### config.mk
export PLATFORM = sky130hd
export DESIGN_NAME = fixed_to_bf16_pipe
export DESIGN_NICKNAME = d
export VERILOG_FILES = /design/src/rtl/fixed_to_bf16_pipe.sv
export SDC_FILE = /design/constraint.sdc
export NUM_CORES = 1
export LEC_CHECK = 0
export CORE_MARGIN = 5
export CORE_UTILIZATION = 52
export CTS_BUF_LIST = sky130_fd_sc_hd__clkbuf_2 sky130_fd_sc_hd__clkbuf_4 sky130_fd_sc_hd__clkbuf_8
export DETAILED_ROUTE_END_ITERATION = 8
export GPL_ROUTABILITY_DRIVEN = 0
export PLACE_DENSITY_LB_ADDON = 0.1
export SLEW_MARGIN = 15
export SYNTH_ARGS = -nofsm -noshare
export SYNTH_HDL_FRONTEND = slang
export SYNTH_SLANG_ARGS = --single-unit
### constraint.sdc
create_clock -name clk -period 3.55 [get_ports clk]
set_input_delay 0.5325 -clock clk [delete_from_list [all_inputs] [get_ports clk]]
set_output_delay 0.5325 -clock clk [all_outputs]
set_load 0.005 [all_outputs]
### src/rtl/fixed_to_bf16_pipe.sv
// Multi-lane two-stage pipeline that converts signed Q-format accumulator words to BF16.
// It supports truncate or round-to-nearest-even per beat and full valid/ready backpressure.
module fixed_to_bf16_pipe #(
    parameter int IN_W      = 18,
    parameter int FRAC_BITS = 8,
    parameter int LANES     = 4
) (
    input  logic                  clk,
    input  logic                  rst_n,
    input  logic                  rnd_mode,
    input  logic                  in_valid,
    output logic                  in_ready,
    input  logic [LANES*IN_W-1:0] in_data,
    output logic                  out_valid,
    input  logic                  out_ready,
    output logic [LANES*16-1:0]   out_data,
    output logic [LANES-1:0]      out_inexact
);

    localparam int LZW = $clog2(IN_W + 1);

    // Magnitude of a two's complement word; the most negative value maps to 2^(IN_W-1).
    function automatic logic [IN_W-1:0] abs_mag(input logic [IN_W-1:0] x);
        abs_mag = x[IN_W-1] ? (~x + 1'b1) : x;
    endfunction

    // Leading-zero count; the highest set bit wins because it is visited last.
    function automatic logic [LZW-1:0] count_lz(input logic [IN_W-1:0] v);
        count_lz = LZW'(IN_W);
        for (int b = 0; b < IN_W; b++) begin
            if (v[b]) count_lz = LZW'(IN_W - 1 - b);
        end
    endfunction

    // Returns {inexact, bf16}. The shift by lz+1 drops the hidden bit. The 8 zero
    // bits appended below mag supply zero-fill when the input is narrower than the mantissa.
    function automatic logic [16:0] convert(
        input logic            sign,
        input logic [IN_W-1:0] mag,
        input logic [LZW-1:0]  lz,
        input logic            zero,
        input logic            rne
    );
        logic [IN_W+7:0] ext;
        logic [6:0]      mant;
        logic [7:0]      expo;
        logic            guard;
        logic            sticky;
        int              e;
        ext    = {mag, 8'b0} << (int'(lz) + 1);
        mant   = ext[IN_W+7 -: 7];
        guard  = ext[IN_W];
        sticky = |ext[IN_W-1:0];
        e      = IN_W - 1 - int'(lz) - FRAC_BITS + 127;
        expo   = 8'(e);
        if (rne && guard && (sticky || mant[0])) begin
            if (mant == 7'h7f) begin
                mant = 7'h00;
                expo = expo + 8'd1;
            end else begin
                mant = mant + 7'd1;
            end
        end
        if (zero) convert = 17'h0;
        else      convert = {guard | sticky, sign, expo, mant};
    endfunction

    logic                 s1_valid;
    logic                 s2_valid;
    logic                 s1_en;
    logic                 s2_en;
    logic                 s1_rnd;
    logic [LANES-1:0]     s1_sign;
    logic [LANES-1:0]     s1_zero;
    logic [IN_W-1:0]      s1_mag [LANES];
    logic [LZW-1:0]       s1_lz  [LANES];
    logic [IN_W-1:0]      lane_mag [LANES];
    logic [LZW-1:0]       lane_lz  [LANES];
    logic [LANES*16-1:0]  s2_data_d;
    logic [LANES-1:0]     s2_inx_d;

    // Handshake: a stage loads when it is empty or its successor loads this cycle.
    // in_ready therefore depends only on out_ready and stage occupancy, never on in_valid.
    assign s2_en     = !s2_valid || out_ready;
    assign s1_en     = !s1_valid || s2_en;
    assign in_ready  = s1_en;
    assign out_valid = s2_valid;

    always_comb begin
        for (int i = 0; i < LANES; i++) begin
            lane_mag[i] = abs_mag(in_data[i*IN_W +: IN_W]);
            lane_lz[i]  = count_lz(lane_mag[i]);
        end
    end

    always_comb begin
        s2_data_d = '0;
        s2_inx_d  = '0;
        for (int i = 0; i < LANES; i++) begin
            {s2_inx_d[i], s2_data_d[i*16 +: 16]} =
                convert(s1_sign[i], s1_mag[i], s1_lz[i], s1_zero[i], s1_rnd);
        end
    end

    always_ff @(posedge clk or negedge rst_n) begin
        if (!rst_n) begin
            s1_valid <= 1'b0;
            s1_rnd   <= 1'b0;
            s1_sign  <= '0;
            s1_zero  <= '0;
            for (int i = 0; i < LANES; i++) begin
                s1_mag[i] <= '0;
                s1_lz[i]  <= '0;
            end
        end else if (s1_en) begin
            s1_valid <= in_valid;
            if (in_valid) begin
                s1_rnd <= rnd_mode;
                for (int i = 0; i < LANES; i++) begin
                    s1_sign[i] <= in_data[i*IN_W + IN_W - 1];
                    s1_mag[i]  <= lane_mag[i];
                    s1_lz[i]   <= lane_lz[i];
                    s1_zero[i] <= (lane_mag[i] == '0);
                end
            end
        end
    end

    always_ff @(posedge clk or negedge rst_n) begin
        if (!rst_n) begin
            s2_valid    <= 1'b0;
            out_data    <= '0;
            out_inexact <= '0;
        end else if (s2_en) begin
            s2_valid <= s1_valid;
            if (s1_valid) begin
                out_data    <= s2_data_d;
                out_inexact <= s2_inx_d;
            end
        end
    end

endmodule
Word level (Yosys, flattened, before mapping)
Cells that the tools add are included.

Flip-flop bits (word level): 171. Input port bits: 77. Output and inout bits: 70. Logic and storage cells: 181.

$add $sub $neg: 28. Eq/ne operators: 4. Shift-type cells: 4. Mux-type cells: 96. Bitwise gates (word level): 8. Reductions and logical operators: 26.

Operators with widths (count): $mux 5 (67); $shl 26x6->26 (4); $add 18x1->18 const B (4); $logic_not 18->1 (4); $mux 18 (4); $not 18->18 (4); $reduce_or 18->1 (4); $mux 17 (4); $mux 8 (8); $mux 7 (8); $add 7x8->8 const B (4); $add 8x1->8 const B (4); $add 7x1->7 const B (4); $eq 7x7->1 const B (4); $sub 6x5->7 const B (4); $add 5x1->6 const B (4); $sub 5x5->6 const A (4); $mux 2 (5); $logic_and 1x1->1 (8); $logic_or 1x1->1 (6); $or 1x1->1 (4); $reduce_and 2->1 (2); $logic_not 1->1 (2).

Longest topological paths before layout
Gate-level depths: netlist of the first run.

Depth in word-level cells: 21. Gate-level depth with buffers: 17. Mapped depth without buffers: 14.

Worst setup path after synthesis of the first run
No wires, ideal clock.

Kind: flip-flop to flip-flop. From: register s1_lz[11] in the netlist's numbering. To: register out_data[29]. Setup time: 0.122 ns. Arrival time: 3.606 ns. Required time: 3.428 ns. Setup slack: -0.177 ns. Stages on the path, launching flop included: 16. Buffers on the path: 4. Clock period less this slack: 3.727 ns. Cell sequence: dfrtp_1 inv_1 ha_1 buf_2 buf_4 buf_4 buf_2 mux2i_1 mux2_2 mux4_2 nor2_1 ha_1 o2111ai_1 nor4_1 nand3b_1 a32o_1.

Longest elaborated chain between the ends: 7. Elaborated cells on any way between the ends: 14. Classes of those cells: add/sub (5); eq/ne (1); shift (1); mux (3); reduce/logical (4).

RTL lines: start: declaration (RTL line 76) `logic [LZW-1:0] s1_lz [LANES];`; start signal: indexed assignment (RTL line 122) `s1_lz[i] <= lane_lz[i];`; $sub 5x5->6 or $add 5x1->6 (tied branches) (RTL line 54, 50); $sub 6x5->7 or $shl 26x6->26 (tied branches) (RTL line 54, 50); $add 7x8->8 or $reduce_or 18->1 (tied branches) (RTL line 54, 53); $add 8x1->8 or $logic_or 1x1->1 (tied branches) (RTL line 59, 56); $mux 8 or $logic_and 1x1->1 (tied branches) (RTL line 57, 56); $mux 8 * (RTL line 56) `if (rne && guard && (sticky || mant[0])) begin`; $mux 17 * (RTL line 64) `if (zero) convert = 17'h0;`; end signal: assignment (RTL line 137) `out_data <= s2_data_d;`; end: declaration (RTL line 16) `output logic [LANES*16-1:0] out_data,`.

Every way passes the cells marked *; elsewhere a longest branch is shown, timed or not. A chain may end at the register's enable or synchronous reset.

Final worst setup path of the first run
From: register s1_lz[0] in the netlist's numbering. To: register out_data[59].

The elaborated chain is that of the path after synthesis.

==> flow_summary_export.csv, run 1 <==
group,metric,value,unit
die,placeableCoreArea,29800,µm²
critical_path,worstSetupEndpointType,"register",
logic_synthesis,post_synth_inst_count,1883,
die,floorplan_die_area,33870,µm²
power,powerDensity,521.0,nW/µm²
power,total_leakage_power,7.627,nW
die,ioPinCount,147,
detailed_routing,wl_per_cell,17.45,µm
detailed_routing,drt_first_pass_iters,5,
timing,final_setup_tns,0,ps
logic_synthesis,yosys.area.top_type,"sky130_fd_sc_hd__dfrtp_1",
critical_path,cp.required,3940,ps
critical_path,worst_path_most_repeated_cell,"sky130_fd_sc_hd__nand2_1",
detailed_routing,first_iter_violations,919,
detailed_routing,drc,0,
detailed_routing,final_antenna_net_count,0,
clock_tree,worst_setup_hold_path_clk_slew,110,ps
placed_design,dp_cells,2387,
hold_path,hp-class,"reg -> reg",
clock_tree,worstSkewPairLatency,480,ps
die,row_count,63,
timing,post_route_clock_skew,15.22,ps
finish,footprint_of_the_multi_input_gates,10730,µm²
logic_synthesis,synth.distinct_cells,90,
timing,finalCritPeriodShare,0.9548,
critical_path,critical_path_arrival,3770,ps
power,worst_ir_drop_vdd,0.0002708,V
finish,area_delta_synth_final,17.32,%
critical_path,timing.critical_path.slowest_stage_cell,"sky130_fd_sc_hd__dfrtp_2",
logic_synthesis,yosys-top-cells-area,"sky130_fd_sc_hd__dfrtp_1, sky130_fd_sc_hd__mux4_2, sky130_fd_sc_hd__nand2_1",
finish,finished_layout_cells,2429,
clock_tree,cts.sinks,171,
logic_synthesis,postSynth.asyncResetShare,1.000,
critical_path,crit_buf_inv,3,
logic_synthesis,post_synth_instance_area,15750,µm²
logic_synthesis,synth_edf_count,0,
critical_path,cpLargestDelayFamily,"simple AND/OR/NAND/NOR gates",
clock_tree,clock_tree.htree_level_count,4,
finish,drive_gt1_frac,0.1355,
logic_synthesis,ys_ff_latch,171,
grt,grt_first_pass_wirelength,69.43,mm
logic_synthesis,yosysSeqAreaShare,0.2717,
clock_tree,clock_path_buffers,2,
logic_synthesis,synth_fp_nets,1990,
clock_tree,cts-root-buf,"sky130_fd_sc_hd__clkbuf_8",
grt,grt_pass1_vias,13840,
logic_synthesis,post-synth-top-area-fraction,0.2717,
placed_design,dp_hpwl,32.70,mm
critical_path,timing.critical_path.fanout_max,14,
logic_synthesis,yosys_most_used_dff,"sky130_fd_sc_hd__dfrtp_1",
detailed_routing,detail_route.wirelength,42.39,mm
detailed_routing,vias_per_cell,6.061,
timing,achievable-frequency,0.2950,GHz
die,start_util,0.5286,
critical_path,max_stage_delay,470,ps
grt,antenna_violations_before_repair,2,
grt,grt_overflow,0,
timing,report.final.slew_viol_count,0,
placed_design,portbufs,146,
timing,total_count_of_hold_check_failures_in_the_final_report,0,
timing,slew_headroom,0.5135,
timing,final.min_clock_period,3390,ps
grt,grt_start_max_net_pins,86,
detailed_routing,vias,14720,
clock_tree,cts_buffers,17,
finish,num-nets-final,2131,
timing,rsz_0062_raised_after_global_routing,"false",
timing,setup-violations-final,0,
logic_synthesis,synth_area_per_cell,8.365,µm²
critical_path,crit_path_start_kind,"register",
timing,worstMarginPinSlew,724.6,ps
finish,footprint_of_the_flip_flops_and_latches,4280,µm²
die,die_w,184.0,µm
job,drv.max_cap_violation_count,0,
run_status,outcome,"complete, no violations",
critical_path,timing.critical_path.cells,"ha_4 > buf_12 > mux4_1 > nand2_1 > a21oi_2 > or2_2 > nand2_1 > inv_2 > ha_1 > inv_1 > a2111oi_4 > nand2_4 > or4_1 > a32o_1",
finish,finalCoreUtilization,0.6202,
grt,grt_resource_usage_total,0.2449,
clock_tree,cts_tree,"yes",
logic_synthesis,ys.warnings.count,0,
finish,nFillCells,2678,
critical_path,worstSetupPathType,"reg -> reg",
die,chipHeight,184.0,µm
repair_timing:
action                                  CTS  global route
resized for setup                         0            16
endpoints found under the hold margin     1             0
hold buffers                              1             0
endpoints found under the setup margin    0            25
setup buffers                             0             6
power breakdown:
| part | internal, W | switching, W |
|---|---|---|
| registers | 0.00239 | 0.000416 |
| logic | 0.00264 | 0.00259 |
| clock network | 0.000727 | 0.000866 |
| total | 0.00576 | 0.00387 |
path summary, 6_finish.rpt:
check	start	to	slack, ps	cells after the start
max reg2reg	s1_lz[0]$_DFFE_PN0P_	out_data[59]$_DFFE_PN0P_	160	14
min in group asynchronous	rst_n	out_data[48]$_DFFE_PN0P_	570	2
max	s1_lz[0]$_DFFE_PN0P_	out_data[59]$_DFFE_PN0P_	160	14
max in group asynchronous	rst_n	out_data[35]$_DFFE_PN0P_	2160	3
min	out_inexact[0]$_DFFE_PN0P_	out_inexact[0]$_DFFE_PN0P_	480	2
min reg2reg	out_inexact[0]$_DFFE_PN0P_	out_inexact[0]$_DFFE_PN0P_	480	2
worst min-delay path: cells and delay by family (launching register included):
kind	cells	cell delay (ps)
DFF	1	360
and+or+nand+nor	2	100
synth_stat cells, drive strengths merged, types with 11 or more instances:
| master | n |
|---|---|
| dfrtp | 171 |
| a22o | 18 |
| o31ai | 27 |
| ha | 30 |
| o22ai | 16 |
| mux2 | 28 |
| inv | 52 |
| o21ai | 185 |
| a21o | 17 |
| nand2 | 292 |
| mux4 | 58 |
| a32o | 15 |
| nand4 | 22 |
| xor2 | 71 |
| nor3 | 47 |
| and3b | 11 |
| and3 | 18 |
| xnor2 | 55 |
| nor4 | 15 |
| nor2 | 124 |
| nand3 | 65 |
| clkbuf | 83 |
| nand2b | 25 |
| nor2b | 25 |
| o211ai | 18 |
| mux2i | 67 |
| buf | 50 |
| a31oi | 19 |
| a21oi | 54 |
| a32oi | 13 |
| a21boi | 13 |
| a211oi | 11 |
sequential cells by signal, summed over array words and instances, names as in the netlist:
name	cells
s1_zero	4
s1_lz	20
s1_rnd	1
out_data	64
s1_mag	72
out_inexact	4
s1_valid	1
out_valid	1
s1_sign	4
per-layer routing:
layer | up-vias | global-route usage | share of wire
met5 | - | 0 | 0
met4 | 0 | 0.08222 | 0.027
met3 | 72 | 0.03146 | 0.040
li1 | 7246 | - | -
met2 | 394 | 0.4162 | 0.49
met1 | 7010 | 0.3244 | 0.44
through the flow:
| step | hold slack [ps] | area [µm²] | power (W) | setup WS, ps |
|---|---|---|---|---|
| 2_1_floorplan | 236.9 | 15790 | 0.006232 | 12.18 |
| 3_3_place_gp | 451.3 | 17910 | 0.007854 | 134.7 |
| 3_5_place_dp | 460.8 | 17910 | 0.007975 | 19.17 |
| 4_1_cts | 487.7 | 18360 | 0.009580 | 57.18 |
| 5_1_grt | 505.7 | 18480 | 0.01031 | 7.692 |
| 6_report | 478.3 | 18480 | 0.009628 | 160.5 |
cells by family (layout without fill, tap and decap cells):
kind of cell             Yosys count  after routing  share of synthesized area
XOR/XNOR                         126            126                    0.07173
buffers and inverters            185            339                    0.05163
flip-flops                       171            171                     0.2717
AO/OA/AOI/OAI                    510            510                     0.2190
multiplexers                     153            153                     0.1465
AND/OR/NAND/NOR                  708            708                     0.2157
adder cells (fa/ha/maj)           30             30                    0.02383
other                              0              2                          0
cell type report:
cell class,instances,share of cell area
Sequential cell,171,0.2316
Clock inverter,15,0.01110
Multi-Input combinational cell,1527,0.5804
Inverter,52,0.01056
Timing Repair Buffer,255,0.1269
Antenna cell,2,0.0002708
Clock buffer,17,0.01266
Tap cell,390,0.02640
placed cells by master (no fill, tap or decap), types with 9 or more instances in the layout:
| cell type | instances |
|---|---|
| sky130_fd_sc_hd__clkdlybuf4s50_1 | 145 |
| sky130_fd_sc_hd__nor3_1 | 44 |
| sky130_fd_sc_hd__nor2_1 | 123 |
| sky130_fd_sc_hd__clkbuf_8 | 17 |
| sky130_fd_sc_hd__a31oi_1 | 19 |
| sky130_fd_sc_hd__a21boi_0 | 12 |
| sky130_fd_sc_hd__dfrtp_1 | 170 |
| sky130_fd_sc_hd__a211oi_1 | 11 |
| sky130_fd_sc_hd__nor2b_1 | 25 |
| sky130_fd_sc_hd__o211ai_1 | 18 |
| sky130_fd_sc_hd__buf_4 | 102 |
| sky130_fd_sc_hd__and3b_1 | 10 |
| sky130_fd_sc_hd__nor4_1 | 12 |
| sky130_fd_sc_hd__nand4_1 | 22 |
| sky130_fd_sc_hd__nand2_1 | 289 |
| sky130_fd_sc_hd__a32o_1 | 15 |
| sky130_fd_sc_hd__nand2b_1 | 25 |
| sky130_fd_sc_hd__nand3_1 | 63 |
| sky130_fd_sc_hd__mux2_2 | 28 |
| sky130_fd_sc_hd__mux2i_1 | 67 |
| sky130_fd_sc_hd__a21oi_1 | 53 |
| sky130_fd_sc_hd__o22ai_1 | 15 |
| sky130_fd_sc_hd__a32oi_1 | 13 |
| sky130_fd_sc_hd__xor2_1 | 71 |
| sky130_fd_sc_hd__xnor2_1 | 53 |
| sky130_fd_sc_hd__a21o_1 | 17 |
| sky130_fd_sc_hd__inv_1 | 49 |
| sky130_fd_sc_hd__o41ai_1 | 9 |
| sky130_fd_sc_hd__mux4_2 | 54 |
| sky130_fd_sc_hd__and3_1 | 18 |
| sky130_fd_sc_hd__ha_1 | 25 |
| sky130_fd_sc_hd__a22o_1 | 18 |
| sky130_fd_sc_hd__o21ai_0 | 181 |
| sky130_fd_sc_hd__o31ai_1 | 27 |
No activity file was read; power rests on OpenSTA's default activity.
==> inputs of run 2 (changes only) <==
Settings changed: GPL_ROUTABILITY_DRIVEN 0 to 1.
==> run 2 against run 1 <==
- sequential share of layout area decreased by 0.077 points
- non-clock buffer count shrank 2
- critical path type unchanged
- fmax grew 0.49%
- clock skew grew 11 ps
- critical path depth unchanged
- clock-buffer cell count grew 1
- global-route usage rose by 0.43 points
==> flow_summary_export.csv, run 2 (synthesis gave the netlist of run 1 again) <==
group,metric,value,unit
run_status,outcome,"complete, no violations",
power,powerDensity,522.3,nW/µm²
detailed_routing,vias_per_cell,6.032,
job,drv.max_cap_violation_count,0,
critical_path,crit_buf_inv,3,
critical_path,crit_path_start_kind,"register",
timing,setup-violations-final,0,
detailed_routing,first_iter_violations,967,
finish,drive_gt1_frac,0.1371,
clock_tree,cts-root-buf,"sky130_fd_sc_hd__clkbuf_8",
critical_path,max_stage_delay,480,ps
critical_path,cell_depth_of_the_worst_setup_path,14,
finish,antenna_cells,0,
critical_path,worstSetupPathType,"reg -> reg",
clock_tree,worst_setup_hold_path_clk_slew,110,ps
critical_path,cpLargestDelayFamily,"simple AND/OR/NAND/NOR gates",
detailed_routing,vias,14630,
clock_tree,clock_tree.htree_level_count,4,
critical_path,reg2reg_depth,14,
grt,antenna_violations_before_repair,0,
clock_tree,cts_tree,"yes",
finish,area_delta_synth_final,17.71,%
finish,layout.cells.most_common,"sky130_fd_sc_hd__nand2_1",
critical_path,timing.critical_path.cells,"ha_4 > buf_12 > mux2i_1 > mux2_4 > nor3_1 > or2_2 > nand2_1 > inv_2 > ha_1 > inv_1 > a2111oi_4 > nand2_4 > or4_1 > a32o_1",
detailed_routing,final_antenna_net_count,0,
finish,regMostFlops,"s1_mag",
finish,finished_layout_cells,2425,
finish,num-nets-final,2129,
clock_tree,cts.sinks,171,
clock_tree,cts-hold-fix-buffers,0,
grt,grt_start_max_net_pins,80,
timing,final_setup_tns,0,ps
critical_path,critical_path_arrival,3750,ps
placed_design,dp_hpwl,33.03,mm
critical_path,worstSetupEndpointType,"register",
timing,post_route_clock_skew,26.60,ps
die,start_util,0.5286,
critical_path,worst_r2r_startpoint,"s1_lz[0]$_DFFE_PN0P_",
placed_design,globalplace.congestion,0.9185,
die,chipHeight,184.0,µm
critical_path,timing.critical_path.slowest_stage_cell,"sky130_fd_sc_hd__or4_1",
die,ioPinCount,147,
timing,slew_headroom,0.5076,
placed_design,dp_cells,2390,
die,die_w,184.0,µm
hold_path,hp-class,"in -> async",
finish,layout_common_cells,"sky130_fd_sc_hd__nand2_1, sky130_fd_sc_hd__o21ai_0, sky130_fd_sc_hd__dfrtp_1",
critical_path,cp-startpoint,"s1_lz[0]$_DFFE_PN0P_",
clock_tree,clock_path_buffers,2,
critical_path,cp.required,3930,ps
timing,achievable-frequency,0.2965,GHz
grt,grt_first_pass_wirelength,70.89,mm
timing,report.final.slew_viol_count,0,
detailed_routing,wl_per_cell,17.47,µm
detailed_routing,drt_first_pass_iters,5,
grt,grt_pass1_vias,14080,
critical_path,timing.critical_path.fanout_max,12,
detailed_routing,detail_route.wirelength,42.37,mm
power,total_leakage_power,7.655,nW
power,worst_ir_drop_vdd,0.0002498,V
die,placeableCoreArea,29800,µm²
timing,finalCritPeriodShare,0.9502,
placed_design,portbufs,146,
clock_tree,cts_buffers,17,
timing,worstMarginPinSlew,738.6,ps
finish,largest_register_ffs,72,
grt,grt_resource_usage_total,0.2492,
timing,total_count_of_hold_check_failures_in_the_final_report,0,
timing,final.min_clock_period,3373,ps
detailed_routing,drc,0,
clock_tree,worstSkewPairLatency,480,ps
die,floorplan_die_area,33870,µm²
finish,layout_top_registers,"s1_mag: 72 flops, out_data: 64 flops, s1_lz: 20 flops",
grt,grt_overflow,0,
timing,rsz_0062_raised_after_global_routing,"false",
die,row_count,63,
## run 2: cell type report
type                            count  area [µm²]
Fill cell                        2625       11250
Tap cell                          390       488.0
Timing Repair Buffer              253        2350
Inverter                           52       195.2
Multi-Input combinational cell   1527       10780
Sequential cell                   171        4280
Clock buffer                       18       241.5
Clock inverter                     14       210.2
## run 2: path summary, 6_finish.rpt
check | to | slack [ps]
min in group clk | out_inexact[3]$_DFFE_PN0P_ | 480
setup / recovery | out_data[59]$_DFFE_PN0P_ | 180
hold / removal | out_data[50]$_DFFE_PN0P_ | 80
hold reg to reg | out_inexact[3]$_DFFE_PN0P_ | 480
max in group asynchronous | out_data[19]$_DFFE_PN0P_ | 2710
setup reg to reg | out_data[59]$_DFFE_PN0P_ | 180
## run 2: per-layer routing
metal,vias up,GRT usage,part of all wire
met1,7017,0.3383,0.45
met5,-,0,0
met3,58,0.02493,0.034
li1,7229,-,-
met2,324,0.4247,0.49
met4,0,0.07246,0.022
## run 2: per-stage QoR
step	utilization	area (µm²)	setup slack, ps	total power, W	hold WS, ps
after floorplan	-	15790	12.18	0.006232	236.9
after global placement	0.6028	17960	87.99	0.007932	452.8
after detailed placement	0.6028	17960	57.42	0.008037	456.6
after CTS	0.6180	18410	72.38	0.009653	98.04
after global routing	0.6223	18540	2.000	0.01037	137.0
final	0.6223	18540	177.0	0.009685	82.02
## run 2: repair_timing
action                                  CTS  global route
setup buffers                             0             2
resized for setup                         0            23
endpoints found under the setup margin    0            30
hold endpoints to repair                  0             0
## run 2: where the power goes
part           total (W)  internal [W]  switching (W)
sequential       0.00281       0.00239       0.000415
clock            0.00161      0.000795       0.000811
combinational    0.00527       0.00267        0.00260
## run 2: worst register-to-register path: stages (launching register included)
cell                        delay, ps
sky130_fd_sc_hd__dfrtp_2          450
sky130_fd_sc_hd__ha_4             330
sky130_fd_sc_hd__buf_12           150
sky130_fd_sc_hd__mux2i_1          120
sky130_fd_sc_hd__mux2_4           320
sky130_fd_sc_hd__nor3_1           130
sky130_fd_sc_hd__or2_2            130
sky130_fd_sc_hd__nand2_1           90
sky130_fd_sc_hd__inv_2            100
sky130_fd_sc_hd__ha_1             160
sky130_fd_sc_hd__inv_1             70
sky130_fd_sc_hd__a2111oi_4        390
sky130_fd_sc_hd__nand2_4          110
sky130_fd_sc_hd__or4_1            480
sky130_fd_sc_hd__a32o_1           260
==> inputs of run 3 (changes only) <==
Settings changed: ABC_AREA set to 1.
==> run 3 against run 2 <==
- clock power down 2%
- power up 6.3%
- combinational power up 12%
- utilization down 1.7 points
- largest cell class unchanged
- synthesized area down 7.3%
- critical path type unchanged
- setup slack better by 180 ps
- sequential power about the same
- via count up 4.6%
- fmax up 5.7%
==> flow_summary_export.csv, run 3 <==
group,metric,value,unit
detailed_routing,vias_per_cell,5.278,
die,row_count,61,
clock_tree,worstSkewPairLatency,480,ps
finish,layout.cell_area.non_filler,16820,µm²
die,chipHeight,177.6,µm
critical_path,critical_path_arrival,3550,ps
clock_tree,cts.sinks,171,
detailed_routing,first_iter_violations,1182,
finish,largest_register_ffs,72,
critical_path,worstSetupEndpointType,"register",
power,intPower,0.005544,W
placed_design,dp_hpwl,31.17,mm
logic_synthesis,yosys-top-cells-area,"sky130_fd_sc_hd__dfrtp_1, sky130_fd_sc_hd__nand2_1, sky130_fd_sc_hd__nand3_1",
timing,rsz_0062_raised_after_global_routing,"false",
clock_tree,worst_setup_hold_path_clk_slew,110,ps
power,power.combinational.fraction,0.575,
clock_tree,cts_buffers,17,
critical_path,timing.critical_path.slowest_stage_cell,"sky130_fd_sc_hd__dfrtp_1",
finish,regMostFlops,"s1_mag",
power,fraction_of_power_spent_switching_nets,0.4616,
die,die_w,177.6,µm
timing,post_route_clock_skew,24.07,ps
critical_path,cp.required,3910,ps
die,ioPinCount,147,
logic_synthesis,yosys.area.top_type,"sky130_fd_sc_hd__dfrtp_1",
logic_synthesis,postSynth.asyncResetShare,1.000,
grt,grt_resource_usage_total,0.2569,
grt,grt_pass1_vias,14490,
logic_synthesis,yosys-top-cells-count,"sky130_fd_sc_hd__nand2_1, sky130_fd_sc_hd__nand3_1, sky130_fd_sc_hd__inv_1",
clock_tree,cts-root-buf,"sky130_fd_sc_hd__clkbuf_8",
clock_tree,cts-hold-fix-buffers,0,
run_status,outcome,"complete, no violations",
grt,grt_start_max_net_pins,89,
logic_synthesis,post-synth-top-area-fraction,0.2930,
logic_synthesis,synth_area_per_cell,6.103,µm²
detailed_routing,drt_first_pass_iters,6,
timing,final.min_clock_period,3190,ps
timing,final_setup_tns,0,ps
finish,layout_top_registers,"s1_mag: 72 flops, out_data: 64 flops, s1_lz: 20 flops",
finish,footprint_of_the_flip_flops_and_latches,4280,µm²
die,floorplan_die_area,31540,µm²
logic_synthesis,synth_fp_nets,2500,
grt,grt_overflow,0,
critical_path,timing.critical_path.cells,"inv_1 > ha_1 > buf_4 > nand2_1 > nand2_1 > o21ai_0 > a21oi_1 > nor2_2 > ha_1 > nand2_1 > nor2_2 > nand2_2 > nor2_4 > o21ai_1 > o21ai_1 > nand2_1 > nand3_1 > nand2_1",
finish,footprint_of_the_multi_input_gates,8885,µm²
detailed_routing,detail_route.wirelength,40.10,mm
critical_path,worstSetupPathType,"reg -> reg",
logic_synthesis,ys_ff_latch,171,
die,start_util,0.5257,
placed_design,placement.cell_area,16380,µm²
timing,report.final.slew_viol_count,0,
grt,grt_first_pass_wirelength,67.85,mm
logic_synthesis,synth.distinct_cells,47,
critical_path,worst_path_most_repeated_cell,"sky130_fd_sc_hd__nand2_1",
finish,nFillCells,2746,
timing,post-route-worst-setup-slack,360.3,ps
finish,area_delta_synth_final,15.18,%
finish,drive_gt1_frac,0.05796,
placed_design,pre_cts_ws,361.1,ps
detailed_routing,vias,15300,
finish,layout.cells.most_common,"sky130_fd_sc_hd__nand2_1",
detailed_routing,final_antenna_net_count,0,
power,total_leakage_power,8.797,nW
logic_synthesis,yosys_most_used_dff,"sky130_fd_sc_hd__dfrtp_1",
clock_tree,cts_tree,"yes",
timing,slew_headroom,0.4347,
placed_design,globalplace.congestion,0.9389,
job,drv.max_cap_violation_count,0,
timing,setup-violations-final,0,
logic_synthesis,synth_edf_count,0,
grt,antenna_violations_before_repair,2,
power,total_net_switching_power,0.004753,W
power,powerDensity,612.1,nW/µm²
power,power.clock.fraction,0.153,
critical_path,crit_path_start_kind,"register",
critical_path,max_stage_delay,420,ps
finish,num-nets-final,2613,
detailed_routing,wl_per_cell,13.83,µm
logic_synthesis,ys.warnings.count,0,
placed_design,portbufs,146,
die,placeableCoreArea,27780,µm²
critical_path,timing.critical_path.fanout_max,19,
power,seq_power_share,0.272,
power,worst_ir_drop_vdd,0.0002593,V
detailed_routing,drc,0,
finish,layout_common_cells,"sky130_fd_sc_hd__nand2_1, sky130_fd_sc_hd__nand3_1, sky130_fd_sc_hd__inv_1",
logic_synthesis,yosysSeqAreaShare,0.2930,
timing,worstMarginPinSlew,847.9,ps
timing,finalCritPeriodShare,0.8985,
timing,achievable-frequency,0.3135,GHz
logic_synthesis,post-synth-top-count-cell,"sky130_fd_sc_hd__nand2_1",
clock_tree,clock_path_buffers,2,
timing,total_count_of_hold_check_failures_in_the_final_report,0,
clock_tree,clock_tree.htree_level_count,4,
hold_path,hp-class,"in -> async",
logic_synthesis,post_synth_inst_count,2393,
logic_synthesis,post_synth_instance_area,14610,µm²
[run 3: cell count changes in the layout (fill, tap and decap cells not counted), sizes merged, moves of 25 or more]
cell and delta:
nor3 -37, nand2b -25, o21ai +29, o31ai -25, xnor2 -38, mux2i -66, inv +213, nand2 +670
buf -70, mux4 -58, nor2b -25, nand3 +203, mux2 -28
[run 3: worst paths after layout]
check | endpoint | from | cells after the start | slack (ps)
worst max-delay path | out_data[8]$_DFFE_PN0P_ | s1_lz[16]$_DFFE_PN0P_ | 18 | 360
worst min-delay path | s1_mag[39]$_DFFE_PN0P_ | rst_n | 1 | 120
worst max register to register | out_data[8]$_DFFE_PN0P_ | s1_lz[16]$_DFFE_PN0P_ | 18 | 360
worst min register to register | out_data[33]$_DFFE_PN0P_ | out_data[33]$_DFFE_PN0P_ | 2 | 490
max in group asynchronous | s1_mag[55]$_DFFE_PN0P_ | rst_n | 2 | 2500
min in group clk | out_data[33]$_DFFE_PN0P_ | out_data[33]$_DFFE_PN0P_ | 2 | 490
[run 3: kinds of logic (layout without fill, tap and decap cells)]
group | Yosys count | after routing | synth area share
XOR/XNOR | 71 | 71 | 0.04412
adder cells (fa/ha/maj) | 30 | 30 | 0.02570
AND/OR/NAND/NOR | 1457 | 1457 | 0.4223
multiplexers | 1 | 1 | 0.0006854
flip-flops | 171 | 171 | 0.2930
AO/OA/AOI/OAI | 309 | 309 | 0.1152
other | 0 | 2 | 0
buffers and inverters | 354 | 480 | 0.09903
[run 3: critical path, delay by kind of cell, from the launching register on]
kind | cells | cell delay (ps)
AOI/OAI and AO/OA | 4 | 530
adders and majority gates | 2 | 520
buffers and inverters | 2 | 370
DFF | 1 | 420
and+or+nand+nor | 10 | 1220
[run 3: power groups by stage]
stage / clock [W] / sequential, W / combinational, W
after floorplan: 0 / 0.00279 / 0.00403
after global placement: 0 / 0.00283 / 0.00581
after detailed placement: 0 / 0.00283 / 0.00587
after CTS: 0.00160 / 0.00280 / 0.00590
after global routing: 0.00167 / 0.00287 / 0.00672
final: 0.00157 / 0.00280 / 0.00592
[run 3: layout make-up]
class                           instances  area share
Timing Repair Buffer                  182      0.1038
Clock inverter                         13     0.01049
Tap cell                              378     0.02811
Multi-Input combinational cell       1868      0.5282
Sequential cell                       171      0.2544
Antenna cell                            2   0.0002975
Clock buffer                           19     0.01517
Inverter                              266     0.05958
[run 3: stage by stage]
stage                     utilization  hold WS (ps)  power [W]  cells
after floorplan                     -         236.9   0.006825   2393
after detailed placement       0.5897         464.0   0.008699   2865
final                          0.6055         117.8    0.01030   2899
after CTS                      0.6052         145.5    0.01030   2897
after global placement         0.5897         463.0   0.008634   2865
after global routing           0.6055         176.2    0.01126   2899
[run 3: timing repair]
action                                  4_1_cts  5_1_grt
gates resized for setup                       0        3
endpoints found under the setup margin        0        4
hold endpoints to repair                      0        0
buffers inserted                              0        0
[run 3: metal layers]
layer  routed length [µm]  track usage  up-vias
met5                    0            0        -
met4                  987      0.07992        0
met3                 1550      0.03281       61
met2                19180       0.4408      336
met1                18390       0.3385     7031
li1                     -            -     7872
